$ cat config.mk
export PLATFORM = sky130hd
export DESIGN_NAME = alu_logic_arbiter
export DESIGN_NICKNAME = d
export VERILOG_FILES = /design/src/rtl/alu_logic_arbiter.sv
export SDC_FILE = /design/constraint.sdc
export NUM_CORES = 1
export LEC_CHECK = 0
export BUFFER_PORTS_ARGS = -buffer_cell sky130_fd_sc_hd__buf_2
export CAP_MARGIN = 30
export CELL_PAD_IN_SITES_DETAIL_PLACEMENT = 0
export CELL_PAD_IN_SITES_GLOBAL_PLACEMENT = 1
export CORE_MARGIN = 5
export CORE_UTILIZATION = 43
export DETAILED_ROUTE_END_ITERATION = 6
export MAX_ROUTING_LAYER = met4
export PLACE_DENSITY = 0.9
export SYNTH_ARGS = -nofsm -noshare
export SYNTH_HDL_FRONTEND = slang
export SYNTH_SLANG_ARGS = --single-unit
$ cat constraint.sdc
create_clock -name clk -period 3.95 [get_ports clk]
set_input_delay 0.1975 -clock clk [delete_from_list [all_inputs] [get_ports clk]]
set_output_delay 0.1975 -clock clk [all_outputs]
set_load 0.005 [all_outputs]
$ cat src/rtl/alu_logic_arbiter.sv
// alu_logic_arbiter: shares one AND/XOR/OR/NOT-B logic unit between two
// valid/ready requesters. Grants are round-robin. The operands of an accepted
// request are captured, executed one cycle later, and the result is held
// tagged with the requester id until the consumer takes it.
//
// Ports
//   clk, rst_n                 clock (rising edge), async active-low reset
//   req{0,1}_valid/_ready      request handshake (ready is combinational, IDLE only)
//   req{0,1}_a/_b              operands, WIDTH bits
//   req{0,1}_op                opcode {s2,s3}: 00 AND, 01 XOR, 10 OR, 11 NOT B
//   res_valid/res_ready        result handshake
//   res_data/res_id/res_zero   registered result, issuing requester, zero flag
//   busy                       FSM is not in IDLE
//   op_count                   completed results, wraps at 2^CNT_W
module alu_logic_arbiter #(
  parameter int unsigned WIDTH = 8,
  parameter int unsigned CNT_W = 16
) (
  input  logic             clk,
  input  logic             rst_n,
  input  logic             req0_valid,
  output logic             req0_ready,
  input  logic [WIDTH-1:0] req0_a,
  input  logic [WIDTH-1:0] req0_b,
  input  logic [1:0]       req0_op,
  input  logic             req1_valid,
  output logic             req1_ready,
  input  logic [WIDTH-1:0] req1_a,
  input  logic [WIDTH-1:0] req1_b,
  input  logic [1:0]       req1_op,
  output logic             res_valid,
  input  logic             res_ready,
  output logic [WIDTH-1:0] res_data,
  output logic             res_id,
  output logic             res_zero,
  output logic             busy,
  output logic [CNT_W-1:0] op_count
);

  typedef enum logic [1:0] {
    IDLE = 2'd0,
    EXEC = 2'd1,
    DONE = 2'd2
  } state_t;

  // Captured request payload
  typedef struct packed {
    logic [WIDTH-1:0] a;
    logic [WIDTH-1:0] b;
    logic [1:0]       op;
    logic             id;
  } op_reg_t;

  state_t     state_q;
  state_t     state_d;
  logic       last_grant_q;
  op_reg_t    op_q;
  logic       accept_c;
  logic       accept_id_c;
  logic [WIDTH-1:0] lu_y_c;

  // Shared logic unit; s2 = op[1], s3 = op[0]
  function automatic logic [WIDTH-1:0] logic_unit(
    input logic [WIDTH-1:0] a,
    input logic [WIDTH-1:0] b,
    input logic             s2,
    input logic             s3
  );
    logic [WIDTH-1:0] y;
    unique case ({s2, s3})
      2'b00:   y = a & b;
      2'b01:   y = a ^ b;
      2'b10:   y = a | b;
      default: y = ~b;
    endcase
    return y;
  endfunction

  // State register
  always_ff @(posedge clk or negedge rst_n) begin
    if (!rst_n) begin
      state_q <= IDLE;
    end else begin
      state_q <= state_d;
    end
  end

  // Next-state logic
  always_comb begin
    state_d = state_q;
    unique case (state_q)
      IDLE:    if (accept_c) state_d = EXEC;
      EXEC:    state_d = DONE;
      DONE:    if (res_ready) state_d = IDLE;
      default: state_d = IDLE;
    endcase
  end

  // Grant and status outputs; on contention the requester not served last wins
  always_comb begin
    req0_ready = 1'b0;
    req1_ready = 1'b0;
    busy       = (state_q != IDLE);
    if (state_q == IDLE) begin
      req0_ready = req0_valid & (~req1_valid | last_grant_q);
      req1_ready = req1_valid & (~req0_valid | ~last_grant_q);
    end
  end

  assign accept_c    = req0_ready | req1_ready;
  assign accept_id_c = req1_ready;
  assign lu_y_c      = logic_unit(op_q.a, op_q.b, op_q.op[1], op_q.op[0]);

  // Operand capture, result register and completion counter
  always_ff @(posedge clk or negedge rst_n) begin
    if (!rst_n) begin
      op_q         <= '0;
      last_grant_q <= 1'b1;
      res_valid    <= 1'b0;
      res_data     <= '0;
      res_id       <= 1'b0;
      res_zero     <= 1'b0;
      op_count     <= '0;
    end else begin
      if (accept_c) begin
        op_q.a       <= accept_id_c ? req1_a  : req0_a;
        op_q.b       <= accept_id_c ? req1_b  : req0_b;
        op_q.op      <= accept_id_c ? req1_op : req0_op;
        op_q.id      <= accept_id_c;
        last_grant_q <= accept_id_c;
      end
      if (state_q == EXEC) begin
        res_data  <= lu_y_c;
        res_zero  <= (lu_y_c == '0);
        res_id    <= op_q.id;
        res_valid <= 1'b1;
      end
      // res_ready outside DONE has no effect
      if ((state_q == DONE) && res_valid && res_ready) begin
        res_valid <= 1'b0;
        op_count  <= op_count + CNT_W'(1);
      end
    end
  end

endmodule

### Yosys cells after proc, flatten, opt, wreduce, memory -nomap -nowiden

Cells that the tools add are included.

* output and inout port bits: 30
* RAM bits: 0
* memories: 0
* latch bits: 0
* bits in registers: 49
* ROM bits: 0
* input port bits: 41

* reductions and logical operators: 8
* multiply operators: 0
* shift-type cells: 0
* equality and inequality tests: 6
* div/mod/pow operators: 0
* bitwise logic cells: 12
* $add $sub $neg: 1
* mux-type cells: 11
* $lt $le $gt $ge: 0

Operators with widths (number)
* $pmux 8 s3: 1
* $add 16x1->16 const B: 1
* $mux 8: 2
* $and 8x8->8: 1
* $logic_not 8->1: 1
* $not 8->8: 1
* $or 8x8->8: 1
* $xor 8x8->8: 1
* $mux 2: 3
* $pmux 2 s3: 1
* $eq 2x1->1 const B: 2
* $eq 2x2->1 const B: 2
* $logic_not 2->1: 2
* $mux 1: 4
* $ne 2x2->1 const B: 2
* $reduce_bool 2->1: 2
* $not 1->1: 3
* $or 1x1->1: 3
* $and 1x1->1: 2
* $logic_and 1x1->1: 2
* $reduce_and 2->1: 1

### Depth between registers and ports, before layout

Gate-level depths: netlist of run 1.

* depth after elaboration: 7
* mapped depth: 6

### Worst setup path before layout of run 1

No wires, ideal clock.

* path kind: reg-to-reg
* from: register op_q[8] (netlist name)
* to: register res_zero
* setup time: 128 ps
* data required time: 3822 ps
* slack: 2526 ps
* cell stages (with the launch flop): 7
* period minus slack after synthesis: 1424 ps
* data arrival time: 1296 ps
* path buffers: 0
* cells stage by stage: dfrtp_1 -> inv_1 -> ha_1 -> inv_1 -> mux4_2 -> nand4_1 -> o31ai_1

* word-level cells in the longest chain between the ends: 3
* elaborated cells between the ends (all ways): 6
* those cells by class: 1 x mux; 4 x bitwise; 1 x reduce/logical

Ends and longest elaborated chain
* start: declaration: RTL line 57 `op_reg_t op_q;`
* $or 8x8->8 (tied with other cells): RTL line 73 `2'b10: y = a | b;`
* $pmux 8 s3 (*): RTL line 70 `unique case ({s2, s3})`
* $logic_not 8->1 (*): RTL line 134 `res_zero <= (lu_y_c == '0);`
* end signal: assignment: RTL line 134
* end: declaration: RTL line 35 `output logic res_zero,`

Mark *: on every way between the ends. The rest lies on a longest branch, timed or not.
A chain may end at the register's enable or synchronous reset.

### Final worst setup path of run 1

* from: register state_q[1]
* to: register res_zero

* word-level cells in the longest chain between the ends: 1

Ends and longest elaborated chain
* start: declaration: RTL line 54 `state_t state_q;`
* start signal: assignment: RTL line 84 `state_q <= state_d;`
* $eq 2x1->1: RTL line 132 `if (state_q == EXEC) begin`

Every way passes these cells.

==> results of run 1 <==
metrics by stage:
step,hold slack [ns],worst slack [ns],std cells
2_1_floorplan,-0.0981,2.53,259
3_3_place_gp,0.450,2.30,395
3_5_place_dp,0.228,2.27,396
4_1_cts,0.131,2.24,405
5_1_grt,0.130,2.09,405
6_report,0.137,2.25,405
routing by layer:
metal / vias up / share of wire (%) / GRT usage (%)
li1: 1001 / - / -
met1: 928 / 44 / 19.4
met2: 41 / 49 / 25.7
met3: 11 / 5.3 / 1.94
met4: 0 / 2.3 / 7.01
met5: - / 0 / -
area by class of cell:
type | instances | area share [%]
Tap cell | 75 | 2.91
Timing Repair Buffer | 74 | 12.3
Sequential cell | 49 | 38.1
Multi-Input combinational cell | 164 | 39.1
Inverter | 35 | 4.07
Clock buffer | 5 | 2.13
Clock inverter | 3 | 1.44
cell usage in the layout, fill, tap and decap left out, types with 2 or more instances in the layout:
cell type,n
a21oi_1,18
and3_1,3
buf_2,70
buf_4,2
clkbuf_8,5
dfrtp_1,48
ha_1,17
inv_1,35
mux2i_1,18
mux4_2,7
nand2_1,25
nand2b_1,2
nand3_1,8
nand4_1,4
nor2_1,23
nor2b_1,2
nor3_1,2
nor4_4,2
o21ai_0,8
xnor2_1,10
xor2_1,5
worst register-to-register path: cells and delay by family (launching register included):
family	cells	cell delay (ns)
DFF	1	0.43
and+or+nand+nor	1	0.40
AOI/OAI and AO/OA	3	0.79
state kept, by name, summed over array words and instances (netlist names):
signal,count
op_q,19
op_count,16
res_data,8
state_q,2
last_grant_q,1
res_id,1
res_valid,1
res_zero,1
how the worst min path moves through the flow:
stage | from | to | slack (ns) | cells after the start
final | req1_a[4] | op_q[15] | 0.14 | 3
after global routing | req1_a[4] | op_q[15] | 0.13 | 3
after CTS | req1_a[4] | op_q[15] | 0.13 | 3
after detailed placement | rst_n | op_q[5] | 0.23 | 1
after global placement | rst_n | op_q[5] | 0.45 | 1
after floorplan | rst_n | op_count[0] | -0.1 | 0
power by group through the flow:
stage	clock, mW	combinational (mW)	sequential [mW]
floorplan	0	0.708	0.831
global placement	0	0.872	0.894
detailed placement	0	0.916	0.904
CTS	0.373	0.922	0.894
global route	0.393	1.05	0.928
finish	0.361	0.903	0.888
kinds of logic (layout without fill, tap and decap cells):
family	after synthesis	after routing	synth area share [%]
AOI/OAI and AO/OA	30	30	6.22
buffers and inverters	46	117	7.01
xor gates and xnor gates	15	15	4.91
muxes	26	26	13.0
and+or+nand+nor	76	76	15.0
adders and majority gates	17	17	7.95
DFF	49	49	45.9
timing repair:
item | in CTS | in global routing
hold buffers | 1 | 0
setup buffers | 0 | 0
endpoints found under the setup margin | 0 | 0
hold endpoints to repair | 24 | 0
==> run_results.csv, run 1 <==
group,metric,value,unit
outcome,status,"finished clean",
timing,finalMaxSlewViolations,0,
global_route,grt_overflow,0,
logic_synthesis,avgSynthCellArea,10.3,sq um
logic_synthesis,ys.flop_type,"dfrtp_1",
routing,via_per_inst,4.89,
critical_path,critPathTopFamily,"compound AO/OA/AOI/OAI gates",
critical_path,worst_setup_path_end_kind,"register",
clock_network,root_buffer,"clkbuf_8",
power,p_switching,0.812,mW
global_route,grt_usage,15.7,%
global_route,grt_pass1_wl,9380,um
logic_synthesis,yosysMostFrequentCell,"dfrtp_1",
clock_network,clock-sinks,49,
cells_and_area,final_area,0.00322,sq mm
timing,max_freq,589,MHz
global_route,grt_pass1_vias,2067,
floorplanning,die_h,88.9,um
cells_and_area,area_growth,20.5,%
timing,skew,0.00221,ns
hold_path,hold_path_class,"input pin to register",
placement,place.gp.congestion,0.813,
routing,drtIter0Drc,69,
power,power_frac_clock,16.8,%
global_route,grt_max_degree,40,
routing,wl_per_cell,13.3,um
power,p_sw_share,37.7,%
cells_and_area,multi_input_area,0.00126,sq mm
critical_path,arrival,1.91,ns
floorplanning,dieArea,0.00790,sq mm
critical_path,startpoint_type,"register",
floorplanning,row_count,28,
clock_network,clkSlewWorstSetupHoldPaths,0.09,ns
power,vdd_drop_max,0.318,mV
timing,setup_viol,0,
timing,report.final.hold_viol_count,0,
timing,fin_crit,1.70,ns
power,power_frac_seq,41.3,%
clock_network,h-tree-depth,2,
logic_synthesis,synth_edf_count,0,
global_route,antenna_found_initial,0,
logic_synthesis,yosys.area.top_type,"dfrtp_1",
power,total_power,2.15,mW
job,drv_cap,0,
clock_network,cts_resized,0,
routing,ant_nets,0,
clock_network,cts_buffers,5,
critical_path,r2r_end,"res_zero",
critical_path,path_cells,"nand2b_1 -> a2111oi_2 -> a31oi_1 -> o31ai_1",
power,leakagePower,1.79,nW
critical_path,worstPathRequired,4.17,ns
cells_and_area,drive_above_1_share,28.8,%
critical_path,path_buf_inv,0,
critical_path,cp-startpoint,"state_q[1]",
floorplanning,coreArea,0.00599,sq mm
routing,drt-total-wl,5370,um
cells_and_area,final_nets,387,
placement,portBuffers,70,
timing,relSlewSlack,62.4,%
clock_network,cts_tree,"done",
logic_synthesis,synthesis.nets,317,
critical_path,endpoint,"res_zero",
logic_synthesis,synthCells,259,
critical_path,reg2reg_slack,2.25,ns
power,p_int,1.34,mW
routing,vias,1981,
critical_path,slowest_stage,"dfrtp_1",
timing,worstMarginPinSlew,0.564,ns
cells_and_area,fillers,567,
power,combPwrFrac,41.9,%
logic_synthesis,yosys-top-cells-count,"dfrtp_1, inv_1, nand2_1",
critical_path,worst-path-stages,4,
routing,first_pass_iters,4,
timing,fin_tns_setup,0,ns
logic_synthesis,yosys-top-cells-area,"dfrtp_1, ha_1, mux2i_1, mux4_2, inv_1",
logic_synthesis,synth_top_area_share,44.9,%
timing,finalCritPeriodShare,43.0,%
critical_path,worstReg2RegStart,"state_q[1]",
logic_synthesis,synth_cell_types,33,
clock_network,clock_latency,0.30,ns
cells_and_area,utilization,53.8,%
placement,dpl_cell_area,0.00310,sq mm
logic_synthesis,postSynth.asyncResetShare,100,%
power,p_per_area,668,mW/mm^2
cells_and_area,ff_latch_area,0.00123,sq mm
cells_and_area,diodes,0,
timing,rsz0062_at_grt,"no",
critical_path,max_stage_delay,0.43,ns
clock_network,cts_buffer_depth,2,
logic_synthesis,ys_seq_area_share,45.9,%
routing,drc,0,
placement,hpwl,4190,um
logic_synthesis,syn_area,0.00268,sq mm
floorplanning,start_util,44.7,%
floorplanning,ios,71,
critical_path,reg2reg_depth,4,
critical_path,crit_path_max_fanout,18,
floorplanning,die_w,88.9,um
critical_path,crit_type,"register to register",
logic_synthesis,ys_seq_elements,49,
logic_synthesis,yosys_warnings,0,
No activity file was read; power rests on OpenSTA's default activity.
==> run 2, diff against run 1 <==
Settings changed: CORE_UTILIZATION 43 to 40, PLACE_DENSITY 0.9 to 0.85.
Clock period 3.95 ns to 1.64 ns, I/O delays scaled along.
==> run 2 against run 1 <==
Effect of this change:
- non-clock buffer count grew 13
- critical path depth increased by 1
- register-to-register slack got worse by 2.2 ns
- cell count rose by 3.7%
- first-iteration DRC count is 12% lower
- global-route usage fell by 1.4 points
- clock skew grew 0.0035 ns
- via count increased by 4.2%
- combinational power grew to 2.8 times the previous value
- hold slack got worse by 0.12 ns
- critical path type is now register to output pin
- critical endpoint is now req0_ready
- largest power group unchanged
==> run_results.csv, run 2 (synthesis results as in run 1) <==
group,metric,value,unit
placement,place.gp.congestion,0.774,
routing,first_pass_iters,4,
clock_network,cts_buffers,5,
cells_and_area,utilization,52.0,%
critical_path,worstReg2RegStart,"op_q[9]",
cells_and_area,top_register,"op_q",
cells_and_area,final_nets,400,
critical_path,reg2reg_slack,0.10,ns
power,power_frac_clock,16.3,%
floorplanning,dieArea,0.00843,sq mm
critical_path,cp-startpoint,"state_q[1]",
placement,place_inst,409,
timing,finalMaxSlewViolations,0,
clock_network,clock_latency,0.30,ns
critical_path,arrival,1.47,ns
cells_and_area,largest_reg_flops,19,
critical_path,worst_setup_path_end_kind,"output pin",
cells_and_area,stdcell_count,420,
timing,fin_crit,1.55,ns
power,p_sw_share,37.3,%
floorplanning,coreArea,0.00642,sq mm
cells_and_area,largestRegisters,"op_q x19, op_count x16, res_data x8",
routing,drt-total-wl,5640,um
timing,relSlewSlack,66.2,%
placement,pre_cts_ws,0.0882,ns
hold_path,whs_path_depth,3,
routing,met2WireLength,2830,um
routing,vias,2065,
timing,finalCritPeriodShare,94.7,%
timing,skew,0.00573,ns
critical_path,startpoint_type,"register",
power,p_switching,2.01,mW
cells_and_area,area_growth,24.7,%
clock_network,cts_buffer_depth,2,
global_route,grt_overflow,0,
job,drv_cap,0,
routing,wl_per_cell,13.4,um
critical_path,crit_type,"register to output pin",
hold_path,hold_start,"req1_b[4]",
power,leakagePower,1.85,nW
routing,drc,0,
timing,timing.final.ws_setup,0.0871,ns
cells_and_area,final_common_cell,"buf_2",
power,p_int,3.39,mW
power,p_per_area,1620,mW/mm^2
cells_and_area,fillers,609,
power,power_frac_seq,37.5,%
critical_path,r2r_end,"res_zero",
hold_path,hold_path_class,"input pin to register",
routing,via_per_inst,4.92,
routing,met1_length,2460,um
timing,report.final.hold_viol_count,0,
power,vdd_drop_max,0.706,mV
global_route,grt_pass1_wl,9410,um
clock_network,root_buffer,"clkbuf_8",
clock_network,h-tree-depth,2,
routing,drtIter0Drc,61,
floorplanning,die_w,91.8,um
global_route,grt_max_degree,22,
placement,portBuffers,70,
global_route,grt_pass1_vias,2017,
routing,ant_nets,0,
floorplanning,die_h,91.8,um
global_route,antenna_found_initial,0,
hold_path,min_to,"op_q[7]",
timing,max_freq,644,MHz
critical_path,reg2reg_depth,6,
cells_and_area,drive_above_1_share,31.5,%
global_route,grt_usage,14.3,%
timing,setup_viol,0,
routing,top_layer,"met4",
timing,worstMarginPinSlew,0.507,ns
power,combPwrFrac,46.2,%
critical_path,crit_path_max_fanout,18,
critical_path,worstPathRequired,1.56,ns
floorplanning,start_util,41.7,%
outcome,status,"finished clean",
cells_and_area,diodes,0,
clock_network,clock-sinks,49,
clock_network,cts_tree,"done",
clock_network,clkSlewWorstSetupHoldPaths,0.10,ns
placement,hpwl,4470,um
floorplanning,row_count,29,
routing,wl_met3,267,um
cells_and_area,mostFrequentLayoutCells,"buf_2, dfrtp_1, inv_1",
floorplanning,ios,71,
==> run 2: critical path, cell delays in order (launching register included) <==
cell and delay [ns]:
dfrtp_1 0.46, nor2_4 0.19, nand3_1 0.13, buf_6 0.21, inv_1 0.07, buf_2 0.10
==> run 2: per-stage QoR <==
| step | total power [mW] | setup TNS [ns] | hold slack (ns) | area, sq um |
|---|---|---|---|---|
| after floorplan | 3.71 | 0 | -0.214 | 2680 |
| after global placement | 4.44 | 0 | 0.0727 | 3180 |
| after detailed placement | 4.55 | 0 | 0.0840 | 3180 |
| after CTS | 5.46 | 0 | 0.00182 | 3310 |
| after global routing | 5.94 | -0.0147 | 0.0188 | 3340 |
| final | 5.40 | 0 | 0.0221 | 3340 |
==> run 2: how the worst max path moves through the flow <==
| stage | endpoint | slack (ns) |
|---|---|---|
| after detailed placement | res_zero | 0.09 |
| after floorplan | res_zero | 0.22 |
| final | req0_ready | 0.09 |
| after global routing | req0_ready | -0.008 |
| after CTS | req0_ready | 0.004 |
| after global placement | res_zero | 0.12 |
==> run 2: final cells by class <==
cell class | count | area (sq um) | share of cell area (%)
Sequential cell | 49 | 1230 | 36.8
Clock buffer | 5 | 68.8 | 2.06
Tap cell | 77 | 96.3 | 2.89
Clock inverter | 3 | 46.3 | 1.39
Multi-Input combinational cell | 164 | 1270 | 38.0
Inverter | 35 | 131 | 3.94
Timing Repair Buffer | 87 | 499 | 15.0
==> run 2: per-layer routing <==
layer  vias to the layer above  global-route usage [%]
met5                         -                       -
met4                         0                    5.20
met3                         8                    3.27
met2                        46                    23.1
met1                       989                    17.6
li1                       1022                       -
==> run 2: repair_timing <==
action                                  in CTS  in global routing
cloned                                       0                  0
resized for setup                            1                  2
hold buffers                                 1                  1
buffers inserted                             0                  1
pin swaps                                    0                  1
hold endpoints to repair                    18                  1
endpoints found under the setup margin       2                  6
==> run 2: power by group through the flow <==
| stage | Sequential (mW) | Combinational [mW] | Clock (mW) |
|---|---|---|---|
| 2_1_floorplan | 2.00 | 1.71 | 0 |
| 3_3_place_gp | 2.04 | 2.40 | 0 |
| 3_5_place_dp | 2.06 | 2.49 | 0 |
| 4_1_cts | 2.03 | 2.50 | 0.921 |
| 5_1_grt | 2.10 | 2.86 | 0.973 |
| 6_report | 2.03 | 2.49 | 0.883 |
==> run 3, diff against run 2 <==
Settings changed: SETUP_SLACK_MARGIN set to 0.2.
==> run 3 against run 2 <==
Effect of this change:
- clock power about the same
- sequential share of layout area is 4.3 points lower
- worst setup slack gained 0.044 ns
- via count rose by 7.2%
- cell count grew 7.9%
- critical path type is now register to register
==> run_results.csv, run 3 (synthesis results as in run 1) <==
group,metric,value,unit
routing,drc,0,
cells_and_area,stdcell_count,453,
power,combPwrFrac,54.4,%
global_route,grt_max_degree,22,
routing,first_pass_iters,4,
power,p_int,3.99,mW
critical_path,cp_common_cell,"inv_1",
hold_path,whs_path_depth,3,
timing,worstMarginPinSlew,0.527,ns
floorplanning,row_count,29,
cells_and_area,diodes,0,
clock_network,clock_latency,0.30,ns
cells_and_area,largest_reg_flops,19,
cells_and_area,utilization,59.1,%
outcome,status,"finished clean",
timing,finalCritPeriodShare,92.0,%
cells_and_area,final_nets,433,
critical_path,worstReg2RegStart,"op_q[5]",
clock_network,cts_buffers,5,
timing,fin_tns_setup,0,ns
cells_and_area,final_common_cell,"buf_2",
critical_path,crit_type,"register to register",
global_route,grt_pass1_vias,2163,
power,leakagePower,2.05,nW
cells_and_area,fillers,566,
power,power_frac_seq,31.7,%
power,p_sw_share,37.3,%
job,drv_cap,0,
power,power_frac_clock,13.9,%
routing,top_layer,"met4",
power,vdd_drop_max,0.778,mV
routing,vias,2213,
routing,drt-total-wl,6500,um
timing,report.final.hold_viol_count,0,
global_route,antenna_found_initial,0,
cells_and_area,drive_above_1_share,45.2,%
critical_path,reg2reg_depth,6,
timing,finalMaxSlewViolations,0,
timing,skew,0.00881,ns
clock_network,h-tree-depth,2,
floorplanning,die_w,91.8,um
global_route,grt_pass1_wl,10200,um
cells_and_area,largestRegisters,"op_q x19, op_count x16, res_data x8",
cells_and_area,top_register,"op_q",
floorplanning,die_h,91.8,um
cells_and_area,area_growth,41.9,%
placement,hpwl,4470,um
timing,setup_viol,0,
timing,rsz0062_at_grt,"yes",
power,p_switching,2.38,mW
routing,wl_met3,231,um
routing,via_per_inst,4.89,
critical_path,startpoint_type,"register",
cells_and_area,mostFrequentLayoutCells,"buf_2, dfrtp_1, buf_4",
clock_network,root_buffer,"clkbuf_8",
critical_path,cp-startpoint,"op_q[5]",
hold_path,min_to,"op_q[7]",
placement,portBuffers,70,
routing,met2WireLength,3380,um
critical_path,worst_setup_path_end_kind,"register",
timing,relSlewSlack,64.8,%
global_route,grt_overflow,0,
floorplanning,dieArea,0.00843,sq mm
timing,fin_crit,1.51,ns
placement,place.gp.congestion,0.774,
hold_path,hold_path_class,"input pin to register",
placement,place_inst,409,
critical_path,worstPathRequired,1.84,ns
routing,drtIter0Drc,83,
routing,met1_length,2800,um
critical_path,r2r_end,"res_zero",
critical_path,arrival,1.71,ns
critical_path,crit_path_max_fanout,4,
floorplanning,start_util,41.7,%
critical_path,reg2reg_slack,0.13,ns
critical_path,path_cells,"inv_1 -> ha_1 -> inv_1 -> mux4_2 -> nand3_1 -> o31ai_1",
clock_network,cts_tree,"done",
clock_network,clkSlewWorstSetupHoldPaths,0.10,ns
routing,wl_per_cell,14.3,um
routing,ant_nets,0,
global_route,grt_usage,15.6,%
critical_path,slowest_stage,"mux4_2",
hold_path,hold_start,"req1_b[4]",
floorplanning,ios,71,
clock_network,cts_buffer_depth,2,
clock_network,clock-sinks,49,
floorplanning,coreArea,0.00642,sq mm
critical_path,max_stage_delay,0.47,ns
power,p_per_area,1680,mW/mm^2
timing,max_freq,663,MHz
[run 3: timing repair]
action / in CTS / in global routing
endpoints found under the setup margin: 31 / 23
hold buffers: 2 / 0
resized for setup: 16 / 38
gates cloned: 1 / 1
buffers inserted: 18 / 14
endpoints found under the hold margin: 19 / 0
pin swaps: 10 / 17
[run 3: layout make-up]
| cell class | count | area (sq um) | area share [%] |
|---|---|---|---|
| clock buffers | 5 | 68.8 | 1.81 |
| clock inverters | 3 | 46.3 | 1.22 |
| inverters | 35 | 139 | 3.66 |
| multi-input cells | 164 | 1410 | 37.1 |
| flip-flops and latches | 49 | 1230 | 32.4 |
| well taps | 77 | 96.3 | 2.54 |
| repair buffers | 120 | 806 | 21.2 |
[run 3: through the flow]
stage / setup WS [ns] / cell area (sq um) / hold slack (ns) / power, mW
finish: 0.131 / 3800 / 0.0205 / 6.37
global route: 0.0540 / 3800 / 0.0224 / 6.92
detailed placement: 0.0882 / 3180 / 0.0840 / 4.55
floorplan: 0.216 / 2680 / -0.214 / 3.71
CTS: 0.134 / 3510 / 0.00962 / 5.87
global placement: 0.121 / 3180 / 0.0727 / 4.44
[run 3: worst max path at each step]
stage	end	slack, ns	cells past startpoint
final	res_zero	0.13	6
after global routing	res_zero	0.05	6
after CTS	res_zero	0.13	6
after detailed placement	res_zero	0.09	6
after global placement	res_zero	0.12	6
after floorplan	res_zero	0.22	6
[run 3: critical path, delay by kind of cell, from the launching register on]
family,cells,cell delay [ns]
multiplexers,1,0.47
flip-flops,1,0.40
adder cells (fa/ha/maj),1,0.27
AND/OR/NAND/NOR,1,0.11
buffers and inverters,2,0.09
AO/OA/AOI/OAI,1,0.07
[run 3: layer usage]
| metal | vias up | track usage (%) |
|---|---|---|
| met2 | 40 | 25.8 |
| met3 | 8 | 3.11 |
| met1 | 1078 | 19.0 |
| met5 | - | - |
| met4 | 0 | 5.57 |
| li1 | 1087 | - |
[run 3: power by group through the flow]
stage	logic [mW]	registers (mW)	clock network [mW]
finish	3.47	2.02	0.886
global route	3.87	2.08	0.975
global placement	2.40	2.04	0
floorplan	1.71	2.00	0
CTS	2.96	1.98	0.921
detailed placement	2.49	2.06	0
